## config.mk

```make
export PLATFORM = sky130hd
export DESIGN_NAME = adc_cal_sequencer
export DESIGN_NICKNAME = d
export VERILOG_FILES = /design/src/rtl/adc_cal_sequencer.sv
export SDC_FILE = /design/constraint.sdc
export NUM_CORES = 1
export LEC_CHECK = 0
export ABC_AREA = 1
export BUFFER_PORTS_ARGS = -buffer_cell sky130_fd_sc_hd__buf_2
export CELL_PAD_IN_SITES_DETAIL_PLACEMENT = 2
export CELL_PAD_IN_SITES_GLOBAL_PLACEMENT = 2
export CORE_MARGIN = 5
export CORE_UTILIZATION = 32
export DETAILED_ROUTE_END_ITERATION = 12
export PLACE_DENSITY_LB_ADDON = 0.2
export SKIP_LAST_GASP = 1
export SYNTH_ARGS = -nofsm -noshare
export SYNTH_HDL_FRONTEND = slang
export SYNTH_SLANG_ARGS = --single-unit
```

## constraint.sdc

```tcl
create_clock -name clock -period 2 [get_ports clock]
set_input_delay 0.2 -clock clock [delete_from_list [all_inputs] [get_ports clock]]
set_output_delay 0.2 -clock clock [all_outputs]
set_load 0.05 [all_outputs]
```

## src/rtl/adc_cal_sequencer.sv

```systemverilog
// ADC calibration and DTU restart sequencer for the two-gain LiTE-DTU datapath.
// Resets the selected ADCs, pulses each calibration input, supervises busy, then restarts the DTU.
module adc_cal_sequencer #(
    parameter int RST_CYCLES   = 16,
    parameter int CAL_PULSE    = 4,
    parameter int BUSY_WAIT    = 64,
    parameter int BUSY_TIMEOUT = 4095,
    parameter int CNT_W        = 12
) (
    input  logic       clock,
    input  logic       rst,
    input  logic       start,
    input  logic       abort,
    input  logic [1:0] cal_mask,
    input  logic [1:0] AdcCalBusy_in,
    output logic [1:0] AdcRst_b,
    output logic [1:0] AdcCal,
    output logic       DtuRst_b,
    output logic       DtuFlush,
    output logic       seq_busy,
    output logic       done,
    output logic       error,
    output logic [1:0] err_code,
    output logic       err_ch
);

    typedef enum logic [3:0] {
        S_IDLE,
        S_ADC_RST,
        S_CAL_PULSE,
        S_WAIT_HI,
        S_WAIT_LO,
        S_DTU_HOLD,
        S_FLUSH,
        S_DONE,
        S_ERR
    } state_t;

    // Phase lengths are loaded as N-1 so that the zero count marks the last cycle.
    localparam logic [CNT_W-1:0] C_RST  = CNT_W'(RST_CYCLES - 1);
    localparam logic [CNT_W-1:0] C_CAL  = CNT_W'(CAL_PULSE - 1);
    localparam logic [CNT_W-1:0] C_WAIT = CNT_W'(BUSY_WAIT - 1);
    localparam logic [CNT_W-1:0] C_TO   = CNT_W'(BUSY_TIMEOUT - 1);
    localparam logic [CNT_W-1:0] C_ONE  = CNT_W'(1);
    localparam logic [CNT_W-1:0] C_ZERO = '0;

    localparam logic [1:0] CODE_NO_RISE = 2'b01;
    localparam logic [1:0] CODE_STUCK   = 2'b10;

    state_t           r_state;
    logic [CNT_W-1:0] r_cnt;
    logic [1:0]       r_mask;
    logic             r_ch;
    logic [1:0]       r_sync1;
    logic [1:0]       r_sync2;

    logic             w_busy;
    logic             w_cnt_zero;
    logic             w_has_next;
    logic             w_first_ch;
    logic [1:0]       w_first_cal;

    assign w_busy      = r_sync2[r_ch];
    assign w_cnt_zero  = (r_cnt == C_ZERO);
    assign w_has_next  = (r_ch == 1'b0) && r_mask[1];
    assign w_first_ch  = ~r_mask[0];
    assign w_first_cal = r_mask[0] ? 2'b01 : 2'b10;

    // Two-flop synchronizer for the asynchronous ADC busy flags.
    always_ff @(posedge clock) begin
        if (rst) begin
            r_sync1 <= 2'b00;
            r_sync2 <= 2'b00;
        end else begin
            r_sync1 <= AdcCalBusy_in;
            r_sync2 <= r_sync1;
        end
    end

    // Sequencer state machine with all pin outputs registered.
    always_ff @(posedge clock) begin
        if (rst) begin
            r_state  <= S_IDLE;
            r_cnt    <= C_ZERO;
            r_mask   <= 2'b00;
            r_ch     <= 1'b0;
            AdcRst_b <= 2'b11;
            AdcCal   <= 2'b00;
            DtuRst_b <= 1'b1;
            DtuFlush <= 1'b0;
            seq_busy <= 1'b0;
            done     <= 1'b0;
            error    <= 1'b0;
            err_code <= 2'b00;
            err_ch   <= 1'b0;
        end else if (abort && (r_state != S_IDLE)) begin
            // Abort drops the pins back to rest without flagging an error.
            r_state  <= S_IDLE;
            r_cnt    <= C_ZERO;
            AdcRst_b <= 2'b11;
            AdcCal   <= 2'b00;
            DtuRst_b <= 1'b1;
            DtuFlush <= 1'b0;
            seq_busy <= 1'b0;
            done     <= 1'b0;
        end else begin
            DtuFlush <= 1'b0;
            done     <= 1'b0;
            unique case (r_state)
                S_IDLE: begin
                    if (start) begin
                        r_mask   <= cal_mask;
                        error    <= 1'b0;
                        err_code <= 2'b00;
                        err_ch   <= 1'b0;
                        AdcRst_b <= ~cal_mask;
                        DtuRst_b <= 1'b0;
                        seq_busy <= 1'b1;
                        r_cnt    <= C_RST;
                        r_state  <= S_ADC_RST;
                    end
                end
                S_ADC_RST: begin
                    if (w_cnt_zero) begin
                        AdcRst_b <= 2'b11;
                        if (r_mask == 2'b00) begin
                            r_cnt   <= C_RST;
                            r_state <= S_DTU_HOLD;
                        end else begin
                            r_ch    <= w_first_ch;
                            AdcCal  <= w_first_cal;
                            r_cnt   <= C_CAL;
                            r_state <= S_CAL_PULSE;
                        end
                    end else begin
                        r_cnt <= r_cnt - C_ONE;
                    end
                end
                S_CAL_PULSE: begin
                    if (w_cnt_zero) begin
                        AdcCal  <= 2'b00;
                        r_cnt   <= C_WAIT;
                        r_state <= S_WAIT_HI;
                    end else begin
                        r_cnt <= r_cnt - C_ONE;
                    end
                end
                S_WAIT_HI: begin
                    if (w_busy) begin
                        r_cnt   <= C_TO;
                        r_state <= S_WAIT_LO;
                    end else if (w_cnt_zero) begin
                        error    <= 1'b1;
                        err_code <= CODE_NO_RISE;
                        err_ch   <= r_ch;
                        AdcCal   <= 2'b00;
                        DtuRst_b <= 1'b1;
                        r_cnt    <= C_ZERO;
                        r_state  <= S_ERR;
                    end else begin
                        r_cnt <= r_cnt - C_ONE;
                    end
                end
                S_WAIT_LO: begin
                    if (!w_busy) begin
                        if (w_has_next) begin
                            r_ch    <= 1'b1;
                            AdcCal  <= 2'b10;
                            r_cnt   <= C_CAL;
                            r_state <= S_CAL_PULSE;
                        end else begin
                            r_cnt   <= C_RST;
                            r_state <= S_DTU_HOLD;
                        end
                    end else if (w_cnt_zero) begin
                        error    <= 1'b1;
                        err_code <= CODE_STUCK;
                        err_ch   <= r_ch;
                        AdcCal   <= 2'b00;
                        DtuRst_b <= 1'b1;
                        r_cnt    <= C_ZERO;
                        r_state  <= S_ERR;
                    end else begin
                        r_cnt <= r_cnt - C_ONE;
                    end
                end
                S_DTU_HOLD: begin
                    if (w_cnt_zero) begin
                        DtuRst_b <= 1'b1;
                        DtuFlush <= 1'b1;
                        r_state  <= S_FLUSH;
                    end else begin
                        r_cnt <= r_cnt - C_ONE;
                    end
                end
                S_FLUSH: begin
                    done    <= 1'b1;
                    r_state <= S_DONE;
                end
                S_DONE: begin
                    seq_busy <= 1'b0;
                    r_state  <= S_IDLE;
                end
                S_ERR: begin
                    seq_busy <= 1'b0;
                    r_state  <= S_IDLE;
                end
                default: begin
                    AdcRst_b <= 2'b11;
                    AdcCal   <= 2'b00;
                    DtuRst_b <= 1'b1;
                    seq_busy <= 1'b0;
                    r_cnt    <= C_ZERO;
                    r_state  <= S_IDLE;
                end
            endcase
        end
    end

endmodule

```

==> results.ini <==
[run_status]
outcome=finished clean

[routing]
drt_wl_total_mm=7.98
viasPerCell=4.97
dr.pass1.iters=4
num_vias=2416
drc_errors=0
drt_iter0_drc=45
ant_nets=0
wl_per_cell_um=16.4

[cts]
post-cts-setup-buffers=0
cts_max_level=2
cts_root_buf=clkbuf_8
clock-sinks=35
worstSkewPairLatency_ns=0.30
cts_tree=yes
clockBufferDepth=2
cts-buffers-inserted=5
clk_pin_slew_ns=0.08

[logic_synthesis]
ys_warn_count=0
synth_common_cells=117 x nand2_1, 38 x inv_1, 37 x nor2_1
seq_area_frac_synth=0.313
yosys.area.top_type=dfxtp_1
yosysUniqueCellTypes=36
ys_async_sr_fraction=0
synthTopCellsByArea=dfxtp_1 31%, nand2_1 20%, a21oi_1 6.7%, inv_1 6.4%, nor2_1 6.2%
syn_avg_cell_area_um2=6.22
synth_area_mm2=0.00224
synthFlopType=dfxtp_1
synth-edff-count=0
syn-instance-count=360
post-synth-top-count-cell=nand2_1
synth_top_area_share=0.313
synth_fp_nets=370
ys_ff_latch=35

[final_layout]
fin_nets=399
utilization=0.380
n_antenna_cell=0
n_fill_cell=878
drive_gt1_frac=0.162
syn2layout_area_growth_pct=15.3

[setup_path]
cpPeakStageDelay_ns=0.37
critical_path.top_delay_family=simple AND/OR/NAND/NOR gates
cp.required_ns=2.22
critPathMaxFanout=10
critPathSlowestCell=dfxtp_1
cp_cell_sequence=inv_1 -> ha_1 -> nor3b_2 -> nand2_2 -> nand2_1 -> nand3b_1 -> nand2_1 -> nand2_1 -> nand2_1 -> a21oi_1
crit_top_cell=nand2_1
arrival_ns=2.02
cp-start-kind=register
path_class=register to register
cp-end-kind=register
worst-path-buf-inv=1

[floorplan]
die_x_um=93.7
core-area_mm2=0.00679
rows=30
dieArea_mm2=0.00878
ios=20
initial_core_util=0.330
die_y_um=93.7

[worst_hold_path]
hold_path_class=input pin to register

[timing]
final.setup.tns_ns=0
slew_headroom=0.688
slew_violations=0
grt_setup_unrepaired=false
fin_crit_ns=1.80
max_freq_mhz=555
worstMarginPinSlew_ns=0.465
fin_crit_sh=0.900
setup_viol=0
finalHoldViolCount=0
clock-skew-final_ns=0.00869

[placement]
portBuffers=19
post-dp-hpwl_mm=6.40
gp_congestion=0.869

[grt]
overflow=0
grt_use_total=0.194
grt_max_degree=13
antenna_found_initial=0
grt_pass1_wl_mm=13.2
grt_pass1_vias=2686

[power]
irDropWorstVdd_uv=491
p_leak_nw=1.32
power_per_cell_area_mw_per_mm2=1790

[flow_run]
drv_cap=0

-- area by class of cell --
type                       instances  area [um^2]  area share
inverter                          41          154      0.0596
timing repair buffer              28          163      0.0630
multi-input combinational        278         1360       0.528
sequential                        35          702       0.272
tap                               96          120      0.0465
clock buffer                       7         76.3      0.0295
clock inverter                     1         5.00     0.00194
-- layout by cell type, fill, tap and decap left out, types with 3 or more instances in the layout --
cell type	n
buf_4	9
clkbuf_8	5
nand2_1	117
inv_1	38
nor2_4	3
xor2_1	6
dfxtp_1	34
a21oi_1	30
nand2_2	7
buf_2	19
nor2_2	6
o21ai_0	15
nor3_1	4
nor2_1	36
nand3_1	27
nand4_1	5
-- path summary, 6_finish.rpt --
check	cells past startpoint	start	slack (ns)	to
max	10	r_cnt[0]	0.20	r_cnt[5]
min	3	AdcCalBusy_in[0]	0.1	r_sync1[0]
min reg2reg	2	r_sync1[0]	0.41	r_sync2[0]
max reg2reg	10	r_cnt[0]	0.20	r_cnt[5]
-- report_power, final --
part / switching [W] / internal (W) / total (W)
Sequential: 0.000148 / 0.000855 / 0.00100
Clock: 0.000275 / 0.000245 / 0.000520
Combinational: 0.00215 / 0.000957 / 0.00310
-- worst reg2reg max path: stages (launching register included) --
cell	delay [ns]
dfxtp_1	0.37
inv_1	0.10
ha_1	0.23
nor3b_2	0.17
nand2_2	0.22
nand2_1	0.12
nand3b_1	0.16
nand2_1	0.10
nand2_1	0.07
nand2_1	0.05
a21oi_1	0.14
-- stage by stage --
step | instances | setup slack (ns) | instance area, um^2 | power, W | hold WS (ns)
floorplan | 360 | 0.345 | 2240 | 0.00322 | 0.307
global placement | 478 | 0.196 | 2480 | 0.00402 | 0.391
detailed placement | 478 | 0.114 | 2480 | 0.00410 | 0.405
CTS | 486 | 0.0890 | 2560 | 0.00466 | 0.102
global route | 486 | 0.0191 | 2580 | 0.00509 | 0.120
finish | 486 | 0.200 | 2580 | 0.00463 | 0.0975
-- routing by layer --
| metal | wire length, um | GRT usage | up-vias |
|---|---|---|---|
| met4 | 136 | 0.0554 | 0 |
| met3 | 134 | 0.0313 | 12 |
| met2 | 4110 | 0.357 | 23 |
| met5 | 0 | 0 | - |
| li1 | - | - | 1204 |
| met1 | 3600 | 0.229 | 1177 |
-- state kept, by name, indices dropped and copies added, names as in the netlist --
register / cells
r_cnt: 12
r_state: 4
AdcCal: 2
AdcRst_b: 2
err_code: 2
r_mask: 2
r_sync1: 2
r_sync2: 2
DtuFlush: 1
DtuRst_b: 1
done: 1
err_ch: 1
error: 1
r_ch: 1
seq_busy: 1
-- timing repair --
item / CTS / global route
gates resized for setup: 0 / 5
hold buffers: 0 / 0
setup endpoints to repair: 0 / 16
-- cell families after synthesis --
logic type      share of synthesized area
simple gates                        0.430
buf+inv                            0.0865
flops                               0.313
fa+ha+maj                          0.0112
xor+xnor                           0.0274
compound gates                      0.132
Note: power is estimated with default switching activity, not from simulation.
